**config.mk**
```make
export PLATFORM = sky130hd
export DESIGN_NAME = uart_tx_fifo
export DESIGN_NICKNAME = d
export VERILOG_FILES = /design/src/rtl/uart_tx_fifo.sv
export SDC_FILE = /design/constraint.sdc
export NUM_CORES = 1
export LEC_CHECK = 0
export BUFFER_PORTS_ARGS = -buffer_cell sky130_fd_sc_hd__buf_2
export CORE_MARGIN = 1
export CORE_UTILIZATION = 35
export DETAILED_ROUTE_END_ITERATION = 10
export GPL_ROUTABILITY_DRIVEN = 1
export SETUP_SLACK_MARGIN = 0.3
export SKIP_LAST_GASP = 1
export SYNTH_ARGS = -nofsm -noshare
export SYNTH_HDL_FRONTEND = slang
export SYNTH_SLANG_ARGS = --single-unit
```
**constraint.sdc**
```tcl
create_clock -name sysclk -period 6.1 [get_ports sysclk]
set_input_delay 0.305 -clock sysclk [delete_from_list [all_inputs] [get_ports sysclk]]
set_output_delay 0.305 -clock sysclk [all_outputs]
set_load 0.005 [all_outputs]
```
**src/rtl/uart_tx_fifo.sv**
```systemverilog
// ---------------------------------------------------------------------------
// uart_tx_fifo
//   UART transmitter with an internal TX FIFO. Upstream logic pushes words
//   through a valid/ready handshake; each word is sent as a start bit, the
//   data bits LSB first, an optional parity bit and one or two stop bits.
//   Parity and stop-bit settings are sampled when a word leaves the FIFO and
//   are held for that whole frame.
//
// Ports
//   sysclk       : system clock, all logic on the rising edge
//   rst          : synchronous active-high reset
//   tx_data      : word to enqueue
//   tx_valid     : tx_data is valid this cycle
//   tx_ready     : FIFO can accept a word (not full)
//   parity_sel   : 00/11 none, 01 even, 10 odd
//   stop_sel     : 0 = one stop bit, 1 = two stop bits
//   uart_tx      : registered serial line, idles high
//   uart_tx_done : one-cycle pulse after the last stop-bit cycle of a frame
//   uart_tx_busy : high while a frame is on the line
//   fifo_level   : number of words currently held in the FIFO
// ---------------------------------------------------------------------------
module uart_tx_fifo #(
  parameter int DATA_WIDTH = 8,
  parameter int CLK_FREQ   = 50_000_000,
  parameter int BAUD_RATE  = 115200,
  parameter int FIFO_DEPTH = 16
) (
  input  logic                        sysclk,
  input  logic                        rst,
  input  logic [DATA_WIDTH-1:0]       tx_data,
  input  logic                        tx_valid,
  output logic                        tx_ready,
  input  logic [1:0]                  parity_sel,
  input  logic                        stop_sel,
  output logic                        uart_tx,
  output logic                        uart_tx_done,
  output logic                        uart_tx_busy,
  output logic [$clog2(FIFO_DEPTH):0] fifo_level
);

  localparam int BIT_PERIOD = CLK_FREQ / BAUD_RATE;
  localparam int AW         = $clog2(FIFO_DEPTH);
  localparam int LW         = AW + 1;
  localparam int CW         = $clog2(BIT_PERIOD);
  localparam int IW         = $clog2(DATA_WIDTH);

  typedef enum logic [2:0] {
    IDLE,
    START,
    DATA,
    PARITY,
    STOP
  } state_t;

  // FIFO storage and bookkeeping
  logic [DATA_WIDTH-1:0] mem_q [FIFO_DEPTH];
  logic [AW-1:0]         wrPtr_q;
  logic [AW-1:0]         rdPtr_q;
  logic [LW-1:0]         level_q;
  logic [LW-1:0]         level_d;

  // Serialiser state
  state_t                state_q;
  logic [CW-1:0]         cnt_q;
  logic [IW-1:0]         bitIdx_q;
  logic [DATA_WIDTH-1:0] shift_q;
  logic                  parityBit_q;
  logic                  parEn_q;
  logic                  stop2_q;
  logic                  stopIdx_q;
  logic                  uartTx_q;
  logic                  busy_q;
  logic                  donePend_q;
  logic                  done_q;

  logic                  push;
  logic                  pop;
  logic                  bitEnd;
  logic                  lastStop;
  logic                  frameEnd;
  logic                  lineBit;
  logic [DATA_WIDTH-1:0] headWord;

  // tx_ready looks only at the registered level, so a pop on the same edge
  // never opens a slot for a push while the FIFO is full.
  assign tx_ready = (level_q != LW'(FIFO_DEPTH));
  assign push     = tx_valid && tx_ready;
  assign headWord = mem_q[rdPtr_q];

  assign bitEnd   = (cnt_q == '0);
  assign lastStop = !stop2_q || stopIdx_q;
  assign frameEnd = (state_q == STOP) && bitEnd && lastStop;

  // A word is taken from the FIFO when idle, or straight out of the final
  // stop cycle so back-to-back frames have no idle gap.
  assign pop = (level_q != '0) && ((state_q == IDLE) || frameEnd);

  // Level update: push and pop on the same edge cancel out.
  always_comb begin
    level_d = level_q;
    case ({push, pop})
      2'b10:   level_d = level_q + LW'(1);
      2'b01:   level_d = level_q - LW'(1);
      default: level_d = level_q;
    endcase
  end

  // FIFO storage needs no reset; stale entries are never read because the
  // pointers and level are cleared.
  always_ff @(posedge sysclk) begin
    if (push) begin
      mem_q[wrPtr_q] <= tx_data;
    end
  end

  // Pointers wrap naturally because the depth is a power of two.
  always_ff @(posedge sysclk) begin
    if (rst) begin
      wrPtr_q <= '0;
      rdPtr_q <= '0;
      level_q <= '0;
    end else begin
      if (push) begin
        wrPtr_q <= wrPtr_q + AW'(1);
      end
      if (pop) begin
        rdPtr_q <= rdPtr_q + AW'(1);
      end
      level_q <= level_d;
    end
  end

  // Line level for the bit the FSM is currently timing.
  always_comb begin
    lineBit = 1'b1;
    case (state_q)
      START:   lineBit = 1'b0;
      DATA:    lineBit = shift_q[0];
      PARITY:  lineBit = parityBit_q;
      default: lineBit = 1'b1;
    endcase
  end

  // Frame FSM. The outputs are registered copies of what the FSM did in the
  // cycle just ended, so the line, busy and done all trail the state by one
  // cycle and stay aligned with each other. done passes through one extra
  // stage so it lands on the cycle after the last stop-bit cycle on the line.
  always_ff @(posedge sysclk) begin
    if (rst) begin
      state_q     <= IDLE;
      cnt_q       <= '0;
      bitIdx_q    <= '0;
      shift_q     <= '0;
      parityBit_q <= 1'b0;
      parEn_q     <= 1'b0;
      stop2_q     <= 1'b0;
      stopIdx_q   <= 1'b0;
      uartTx_q    <= 1'b1;
      busy_q      <= 1'b0;
      donePend_q  <= 1'b0;
      done_q      <= 1'b0;
    end else begin
      uartTx_q   <= lineBit;
      busy_q     <= (state_q != IDLE);
      donePend_q <= frameEnd;
      done_q     <= donePend_q;

      if (pop) begin
        // Frame settings are captured here and held until the next pop.
        state_q     <= START;
        cnt_q       <= CW'(BIT_PERIOD - 1);
        bitIdx_q    <= '0;
        stopIdx_q   <= 1'b0;
        shift_q     <= headWord;
        parEn_q     <= parity_sel[0] ^ parity_sel[1];
        parityBit_q <= parity_sel[1] ? ~^headWord : ^headWord;
        stop2_q     <= stop_sel;
      end else begin
        case (state_q)
          START: begin
            if (bitEnd) begin
              state_q  <= DATA;
              cnt_q    <= CW'(BIT_PERIOD - 1);
              bitIdx_q <= '0;
            end else begin
              cnt_q <= cnt_q - CW'(1);
            end
          end
          DATA: begin
            if (bitEnd) begin
              cnt_q   <= CW'(BIT_PERIOD - 1);
              shift_q <= shift_q >> 1;
              if (bitIdx_q == IW'(DATA_WIDTH - 1)) begin
                state_q   <= parEn_q ? PARITY : STOP;
                stopIdx_q <= 1'b0;
              end else begin
                bitIdx_q <= bitIdx_q + IW'(1);
              end
            end else begin
              cnt_q <= cnt_q - CW'(1);
            end
          end
          PARITY: begin
            if (bitEnd) begin
              state_q   <= STOP;
              cnt_q     <= CW'(BIT_PERIOD - 1);
              stopIdx_q <= 1'b0;
            end else begin
              cnt_q <= cnt_q - CW'(1);
            end
          end
          STOP: begin
            if (bitEnd) begin
              if (lastStop) begin
                state_q <= IDLE;
              end else begin
                stopIdx_q <= 1'b1;
                cnt_q     <= CW'(BIT_PERIOD - 1);
              end
            end else begin
              cnt_q <= cnt_q - CW'(1);
            end
          end
          default: begin
            state_q <= IDLE;
          end
        endcase
      end
    end
  end

  assign uart_tx      = uartTx_q;
  assign uart_tx_done = done_q;
  assign uart_tx_busy = busy_q;
  assign fifo_level   = level_q;

endmodule

```
==> results.sh, run 1 <==
export IMPL_status="completed"
export IMPL_hold_path_depth=3
export IMPL_worstPathArrival_ns=3.95
export IMPL_crit_start="cnt_q[4]"
export IMPL_grt_usage=0.138
export IMPL_synth_area_um2=7260
export IMPL_setup_tns_ns=0
export IMPL_synth_nets=510
export IMPL_post_cts_buffers=0
export IMPL_p_leak_nw=2.72
export IMPL_path_buf_inv=1
export IMPL_rsz0062_at_grt="no"
export IMPL_cp_end_kind="flip-flop"
export IMPL_cts_sinks=176
export IMPL_firstDrtPassIters=4
export IMPL_place_port_buffers=22
export IMPL_cts_root_buffer="clkbuf_16"
export IMPL_antenna_cells=0
export IMPL_vdd_drop_max_uv=190
export IMPL_worstReg2RegStart="cnt_q[4]"
export IMPL_gp_congestion=0.791
export IMPL_crit_family="simple AND/OR/NAND/NOR gates"
export IMPL_drv_cap=0
export IMPL_worst_slew_pin_slew_ns=0.847
export IMPL_wl_per_cell_um=17.4
export IMPL_avgSynthCellArea_um2=15.0
export IMPL_synth_cell_type_count=46
export IMPL_cp_common_cell="a21oi_1"
export IMPL_synthCells=483
export IMPL_die_h_um=146
export IMPL_finalCritPeriodShare=0.589
export IMPL_hold_viol_final=0
export IMPL_cp_depth=13
export IMPL_antenna_left=0
export IMPL_crit_chain="nor4_2 > nand4_1 > a21o_1 > inv_2 > ha_1 > xor2_1 > ha_1 > o21ai_0 > a21oi_1 > a21oi_1 > xor2_1 > or3_1 > a21oi_1"
export IMPL_synth_edf_count=128
export IMPL_ys_flop_type="edfxtp_1"
export IMPL_crit_type="flip-flop to flip-flop"
export IMPL_hold_start="stop_sel"
export IMPL_area_delta_synth_final_pct=12.9
export IMPL_start_kind="flip-flop"
export IMPL_power_density_nw_per_um2=448
export IMPL_fmax_mhz=278
export IMPL_core_area_um2=20300
export IMPL_yosysSeqAreaShare=0.661
export IMPL_critical_path_required_ns=6.45
export IMPL_start_util=0.358
export IMPL_drive_gt1_frac=0.193
export IMPL_clk_path_buf_depth=2
export IMPL_p_total_mw=3.68
export IMPL_drtIter0Drc=237
export IMPL_final_cells=788
export IMPL_grt_max_degree=37
export IMPL_htree_num_levels=4
export IMPL_grt_pass1_wl_um=22300
export IMPL_async_flop_share=0
export IMPL_post_route_drc_count=0
export IMPL_io_pins=23
export IMPL_critical_path_max_fanout=17
export IMPL_dp_hpwl_um=9170
export IMPL_path_clk_slew_ns=0.07
export IMPL_grt_overflow_total=0
export IMPL_ys_top_cells_by_area="edfxtp_1 53%, dfxtp_1 13%, mux4_2 11%, nor2_1 2.7%, ha_1 2.2%"
export IMPL_ff2ff_path_depth=13
export IMPL_clk_latency_ns=0.43
export IMPL_slew_violations=0
export IMPL_die_w_um=146
export IMPL_yosys_area_top_type="edfxtp_1"
export IMPL_vias=3975
export IMPL_cp_slowest_stage_delay_ns=0.49
export IMPL_dieArea_um2=21300
export IMPL_tritoncts="yes"
export IMPL_synth_seq_cells=176
export IMPL_viasPerCell=5.04
export IMPL_layout_min_cycle_time_ns=3.59
export IMPL_fin_skew_ns=0.0162
export IMPL_numCtsBuffers=17
export IMPL_postCtsHoldBufs=0
export IMPL_yosys_warnings=0
export IMPL_rows=52
export IMPL_postCtsResizedCells=0
export IMPL_hold_class="input pin to flip-flop"
export IMPL_drt_total_wl_um=13700
export IMPL_dp_cells=756
export IMPL_cp_slowest_cell="nor4_2"
export IMPL_grt_pass1_vias=4113
export IMPL_setup_viol=0
export IMPL_hold_worst_slack_ns=0.141
export IMPL_nNetsFinal=532
export IMPL_yosysTopAreaCellShare=0.529
export IMPL_antenna_found_initial=0
export IMPL_slew_headroom=0.433
## flip-flops by register name, summed over array words and instances (netlist names), 3 cells and up, named ones only
name and cells:
fifo_level 5, shift_q 8, mem_q 128, bitIdx_q 3, rdPtr_q 4, state_q 3
cnt_q 9, wrPtr_q 4
## layer usage
metal	up-vias	global-route usage	routed length, µm	share of wire
met5	-	0	0	0
met4	0	0.0510	192	0.014
met3	20	0.0316	354	0.026
met2	64	0.229	6830	0.50
met1	2015	0.176	6310	0.46
li1	1876	-	-	-
## path summary, 6_finish.rpt
| kind | to | slack (ns) |
|---|---|---|
| worst min-delay path | stop2_q | 0.14 |
| worst max register to register | fifo_level[4] | 2.51 |
| worst min register to register | stop2_q | 0.48 |
| worst max-delay path | fifo_level[4] | 2.51 |
## layout make-up
cell class / instances / area [µm²]
Sequential cell: 176 / 4810
Inverter: 10 / 37.5
Multi-Input combinational cell: 272 / 2290
Fill cell: 1856 / 12100
Tap cell: 270 / 338
Clock inverter: 15 / 150
Timing Repair Buffer: 28 / 155
Clock buffer: 17 / 425
## synth_stat cells, types with 7 or more instances
master	number
mux2i_1	7
a211oi_1	11
nor2_1	52
mux4_2	36
nand2_1	27
ha_1	13
xor2_1	15
o21ai_0	9
nand3_1	9
nor3_1	10
a21oi_1	24
inv_1	9
dfxtp_1	48
a22oi_1	8
clkbuf_1	17
edfxtp_1	128
## layout by cell type, fill, tap and decap left out, drive strengths merged, types with 3 or more instances in the layout
cell and instances:
a211oi 11, a21oi 24, a22oi 8, and3 4, buf 28, clkbuf 17, clkinv 9, dfxtp 48
edfxtp 128, ha 13, inv 15, mux2i 7, mux4 36, nand2 27, nand2b 6, nand3 9
nand4 4, nor2 52, nor2b 6, nor3 11, nor4 4, o21ai 10, or3 4, xnor2 3
xnor3 3, xor2 15
## per-stage QoR
step | setup WS (ns) | cell area [µm²] | util
2_1_floorplan | 2.72 | 7260 | -
3_3_place_gp | 2.63 | 7630 | 0.376
3_5_place_dp | 2.48 | 7630 | 0.376
4_1_cts | 2.45 | 8200 | 0.404
5_1_grt | 2.04 | 8200 | 0.404
6_report | 2.51 | 8200 | 0.404
## power by group
group / internal [mW] / switching (mW)
clock: 0.542 / 0.503
combinational: 0.520 / 0.630
sequential: 1.40 / 0.0866
total: 2.46 / 1.22
## logic make-up (layout without fill, tap and decap cells)
family | count (synthesis) | count (layout) | synth area share
AOI/OAI and AO/OA | 60 | 60 | 0.0503
xor gates and xnor gates | 21 | 21 | 0.0320
adders and majority gates | 13 | 13 | 0.0224
buffers and inverters | 35 | 70 | 0.0233
DFF | 176 | 176 | 0.661
muxes | 45 | 45 | 0.124
and+or+nand+nor | 133 | 133 | 0.0863
## worst reg2reg max path, cell delays in order (launching register included)
cell,delay (ns)
dfxtp_1,0.34
nor4_2,0.49
nand4_1,0.28
a21o_1,0.43
inv_2,0.29
ha_1,0.38
xor2_1,0.19
ha_1,0.20
o21ai_0,0.09
a21oi_1,0.16
a21oi_1,0.09
xor2_1,0.15
or3_1,0.31
a21oi_1,0.13
Note: power is estimated with default switching activity, not from simulation.
==> run 2: changes to the inputs <==
==> constraint.sdc (replaced) <==
create_clock -name sysclk -period 3.6 [get_ports sysclk]
set_input_delay 0.18 -clock sysclk [delete_from_list [all_inputs] [get_ports sysclk]]
set_output_delay 0.18 -clock sysclk [all_outputs]
set_load 0.005 [all_outputs]
==> results.sh, run 2 (same netlist as run 1, synthesis figures left out) <==
export IMPL_htree_num_levels=4
export IMPL_gp_congestion=0.827
export IMPL_antenna_cells=0
export IMPL_place_port_buffers=22
export IMPL_slew_violations=0
export IMPL_hold_class="input pin to flip-flop"
export IMPL_grt_pass1_vias=4027
export IMPL_final_cells=791
export IMPL_fmax_mhz=341
export IMPL_dieArea_um2=21300
export IMPL_drtIter0Drc=279
export IMPL_ff2ff_path_depth=15
export IMPL_crit_type="flip-flop to flip-flop"
export IMPL_post_cts_buffers=0
export IMPL_drive_gt1_frac=0.198
export IMPL_crit_family="simple AND/OR/NAND/NOR gates"
export IMPL_finalCritPeriodShare=0.814
export IMPL_cp_slowest_cell="dfxtp_1"
export IMPL_dp_cells=758
export IMPL_grt_pass1_wl_um=21900
export IMPL_firstDrtPassIters=4
export IMPL_p_leak_nw=2.73
export IMPL_die_w_um=146
export IMPL_slew_headroom=0.382
export IMPL_antenna_left=0
export IMPL_rrSetupSlack_ns=0.67
export IMPL_r2r_end="fifo_level[4]"
export IMPL_fin_skew_ns=0.0188
export IMPL_crit_start="cnt_q[1]"
export IMPL_cp_end_kind="flip-flop"
export IMPL_status="completed"
export IMPL_core_area_um2=20300
export IMPL_hold_worst_slack_ns=0.0907
export IMPL_antenna_found_initial=0
export IMPL_worst_slew_pin_slew_ns=0.924
export IMPL_grt_max_degree=37
export IMPL_nNetsFinal=535
export IMPL_vdd_drop_max_uv=314
export IMPL_cts_root_buffer="clkbuf_16"
export IMPL_worstReg2RegStart="cnt_q[1]"
export IMPL_postLayoutCellArea_um2=8230
export IMPL_grt_overflow_total=0
export IMPL_setup_tns_ns=0
export IMPL_cts_sinks=176
export IMPL_clk_path_buf_depth=2
export IMPL_hold_start="parity_sel[0]"
export IMPL_setup_viol=0
export IMPL_layout_min_cycle_time_ns=2.93
export IMPL_post_route_drc_count=0
export IMPL_worst_slack_ns=0.670
export IMPL_cp_depth=15
export IMPL_path_buf_inv=2
export IMPL_largest_register="mem_q"
export IMPL_viasPerCell=5.11
export IMPL_final_cell_mix="128 x edfxtp_1, 52 x nor2_1, 47 x dfxtp_1"
export IMPL_die_h_um=146
export IMPL_fin_util=0.406
export IMPL_cp_common_cell="a21oi_1"
export IMPL_p_total_mw=6.26
export IMPL_wl_per_cell_um=17.1
export IMPL_dpl_worst_slack_ns=0.553
export IMPL_tritoncts="yes"
export IMPL_start_kind="flip-flop"
export IMPL_fillers=1879
export IMPL_hold_viol_final=0
export IMPL_vias=4042
export IMPL_numCtsBuffers=17
export IMPL_dp_hpwl_um=8870
export IMPL_critical_path_max_fanout=8
export IMPL_start_util=0.358
export IMPL_placed_area_um2=7650
export IMPL_reg_top3="mem_q: 128 flops, cnt_q: 9 flops, shift_q: 8 flops"
export IMPL_rows=52
export IMPL_rsz0062_at_grt="no"
export IMPL_drt_total_wl_um=13500
export IMPL_mostFrequentLayoutCell="edfxtp_1"
export IMPL_area_delta_synth_final_pct=13.3
export IMPL_drv_cap=0
export IMPL_critical_path_required_ns=3.94
export IMPL_worstSetupEndpoint="fifo_level[4]"
export IMPL_cp_slowest_stage_delay_ns=0.35
export IMPL_io_pins=23
export IMPL_power_density_nw_per_um2=760
export IMPL_path_clk_slew_ns=0.07
export IMPL_clk_latency_ns=0.42
export IMPL_grt_usage=0.134
export IMPL_largest_register_ffs=128
export IMPL_crit_chain="inv_1 > ha_1 > nor2b_1 > nand4_1 > a21o_1 > inv_2 > ha_2 > xor2_1 > ha_1 > o21ai_0 > a21oi_1 > a21oi_1 > xor2_1 > or3_1 > a21oi_1"
export IMPL_worstPathArrival_ns=3.27
==> run 2: changes by cell type in the layout (fill, tap and decap cells not counted) <==
cell,delta
clkinv_8,-3
inv_6,+3
buf_12,+1
buf_4,+1
clkbuf_1,+1
clkinv_2,-1
clkinv_4,-1
clkinvlp_4,+1
dlygate4sd3_1,+1
ha_1,-1
ha_2,+1
nor4_1,-1
nor4_4,+1
==> run 2: routing by layer <==
metal	GRT usage	up-vias	routed length, µm
met5	0	-	0
met4	0.0380	0	124
li1	-	1877	-
met1	0.177	2056	6340
met2	0.219	96	6550
met3	0.0344	13	494
==> run 2: worst min path at each step <==
stage / endpoint / slack, ns / depth (start not counted)
6_report: parEn_q / 0.09 / 4
5_1_grt: parEn_q / 0.10 / 4
4_1_cts: parEn_q / 0.08 / 4
3_5_place_dp: stop2_q / 0.44 / 3
3_3_place_gp: stop2_q / 0.44 / 3
2_1_floorplan: mem_q[0][0] / 0.28 / 0
==> run 2: repair_timing <==
action                     4_1_cts  5_1_grt
hold endpoints to repair         1        0
hold buffers                     1        0
gates resized for setup          0        3
setup endpoints to repair        0        1
==> run 2: power breakdown <==
group / switching (mW) / leakage, nW / internal, mW
combinational: 1.07 / 0.911 / 0.939
clock: 0.817 / 0.267 / 0.909
sequential: 0.156 / 1.55 / 2.37
total: 2.04 / 2.73 / 4.22
==> run 2: tightest hold or removal path, stage by stage <==
cell	delay, ns
buf_2	0.08
xor2_1	0.05
nor2_1	0.08
a211oi_1	0.05
==> run 2: cell type report <==
| class | instances | area [µm²] | area share |
|---|---|---|---|
| Clock buffer | 18 | 429 | 0.0521 |
| Inverter | 10 | 37.5 | 0.00456 |
| Multi-Input combinational cell | 272 | 2310 | 0.280 |
| Tap cell | 270 | 338 | 0.0410 |
| Clock inverter | 14 | 121 | 0.0147 |
| Timing Repair Buffer | 31 | 193 | 0.0234 |
| Sequential cell | 176 | 4810 | 0.584 |
==> run 3: changes to the inputs <==
==> constraint.sdc (replaced) <==
create_clock -name sysclk -period 2.7 [get_ports sysclk]
set_input_delay 0.135 -clock sysclk [delete_from_list [all_inputs] [get_ports sysclk]]
set_output_delay 0.135 -clock sysclk [all_outputs]
set_load 0.005 [all_outputs]
==> results.sh, run 3 (same netlist as run 1, synthesis figures left out) <==
export IMPL_status="completed"
export IMPL_power_density_nw_per_um2=1040
export IMPL_viasPerCell=4.96
export IMPL_layout_min_cycle_time_ns=2.55
export IMPL_post_route_drc_count=0
export IMPL_grt_overflow_total=0
export IMPL_grt_pass1_wl_um=22900
export IMPL_dp_hpwl_um=9480
export IMPL_grt_pass1_vias=4231
export IMPL_die_w_um=146
export IMPL_grt_max_degree=33
export IMPL_start_kind="flip-flop"
export IMPL_hold_viol_final=0
export IMPL_nNetsFinal=571
export IMPL_area_delta_synth_final_pct=19.4
export IMPL_cts_root_buffer="clkbuf_16"
export IMPL_placed_area_um2=7900
export IMPL_start_util=0.358
export IMPL_place_port_buffers=22
export IMPL_numCtsBuffers=17
export IMPL_htree_num_levels=4
export IMPL_rsz0062_at_grt="yes"
export IMPL_fmax_mhz=392
export IMPL_cts_sinks=176
export IMPL_vdd_drop_max_uv=446
export IMPL_largest_register_ffs=128
export IMPL_dieArea_um2=21300
export IMPL_io_pins=23
export IMPL_path_clk_slew_ns=0.06
export IMPL_hold_class="input pin to flip-flop"
export IMPL_drive_gt1_frac=0.285
export IMPL_worst_slack_ns=0.147
export IMPL_dpl_worst_slack_ns=0.0422
export IMPL_reg_top3="mem_q: 128 flops, cnt_q: 9 flops, shift_q: 8 flops"
export IMPL_vias=4106
export IMPL_clk_path_buf_depth=2
export IMPL_largest_register="mem_q"
export IMPL_rows=52
export IMPL_crit_chain="nor4_4 > nand2b_1 > nand2_2 > a21o_1 > inv_2 > ha_4 > xor2_1 > ha_2 > buf_4 > buf_6 > a21oi_2 > xor2_1 > or3_4 > a21oi_2"
export IMPL_antenna_cells=0
export IMPL_critical_path_required_ns=3.05
export IMPL_worstPathArrival_ns=2.90
export IMPL_drtIter0Drc=225
export IMPL_tritoncts="yes"
export IMPL_finalCritPeriodShare=0.945
export IMPL_grt_usage=0.142
export IMPL_cp_slowest_cell="or3_4"
export IMPL_drt_total_wl_um=14300
export IMPL_mostFrequentLayoutCell="edfxtp_1"
export IMPL_firstDrtPassIters=6
export IMPL_crit_type="flip-flop to flip-flop"
export IMPL_final_cell_mix="128 x edfxtp_1, 52 x nor2_1, 40 x dfxtp_1"
export IMPL_p_leak_nw=2.97
export IMPL_cp_slowest_stage_delay_ns=0.37
export IMPL_cp_end_kind="flip-flop"
export IMPL_clk_latency_ns=0.43
export IMPL_slew_headroom=0.383
export IMPL_die_h_um=146
export IMPL_slew_violations=0
export IMPL_antenna_left=0
export IMPL_postLayoutCellArea_um2=8670
export IMPL_core_area_um2=20300
export IMPL_gp_congestion=0.799
export IMPL_worst_slew_pin_slew_ns=0.922
export IMPL_setup_viol=0
export IMPL_fin_skew_ns=0.0131
export IMPL_drv_cap=0
export IMPL_antenna_found_initial=0
export IMPL_critical_path_max_fanout=3
export IMPL_wl_per_cell_um=17.2
==> run 3: through the flow <==
step | std cells | TNS, ns | hold slack, ns | total power, mW | utilization
detailed placement | 782 | 0 | 0.414 | 6.31 | 0.389
global route | 827 | -0.0410 | 0.0768 | 9.54 | 0.427
finish | 827 | 0 | 0.0390 | 9.05 | 0.427
floorplan | 483 | -0.164 | 0.234 | 5.57 | -
global placement | 782 | 0 | 0.400 | 6.24 | 0.389
CTS | 825 | 0 | 0.0285 | 9.02 | 0.425
==> run 3: path summary, 6_finish.rpt <==
check                                   start  slack, ns       endpoint  depth (start not counted)
worst max-delay path            fifo_level[2]       0.15  fifo_level[2]                         14
worst min-delay path            parity_sel[0]       0.04        parEn_q                          4
worst max register to register  fifo_level[2]       0.15  fifo_level[2]                         14
worst min register to register     donePend_q       0.44   uart_tx_done                          1
==> run 3: critical path: cells and delay by family, from the launching register on <==
family                   cells  cell delay, ns
XOR/XNOR                     2            0.24
adder cells (fa/ha/maj)      2            0.33
buffers and inverters        3            0.28
AND/OR/NAND/NOR              4            0.94
flip-flops                   1            0.33
AO/OA/AOI/OAI                3            0.34
==> run 3: layout make-up <==
| cell class | count | area [µm²] |
|---|---|---|
| fill | 1818 | 11600 |
| sequential | 176 | 4820 |
| multi-input combinational | 272 | 2370 |
| timing repair buffer | 67 | 495 |
| clock buffer | 17 | 425 |
| tap | 270 | 338 |
| clock inverter | 15 | 190 |
| inverter | 10 | 37.5 |
==> run 3: power breakdown <==
part,leakage (nW),switching [mW],internal (mW)
Sequential,1.55,0.186,3.17
Clock,0.301,1.13,1.42
Combinational,1.12,1.59,1.56
Total,2.97,2.90,6.14
==> run 3: layer usage <==
metal	global-route usage	wire length, µm	up-vias
li1	-	-	1957
met4	0.0474	150	0
met1	0.182	6550	2071
met3	0.0350	452	12
met5	0	0	-
met2	0.238	7100	66
==> run 3: timing repair <==
| action | CTS | global route |
|---|---|---|
| endpoints found under the hold margin | 1 | 0 |
| pin swaps | 11 | 9 |
| hold buffers | 1 | 0 |
| setup endpoints to repair | 3 | 12 |
| gates resized for setup | 12 | 9 |
| buffers inserted | 10 | 2 |
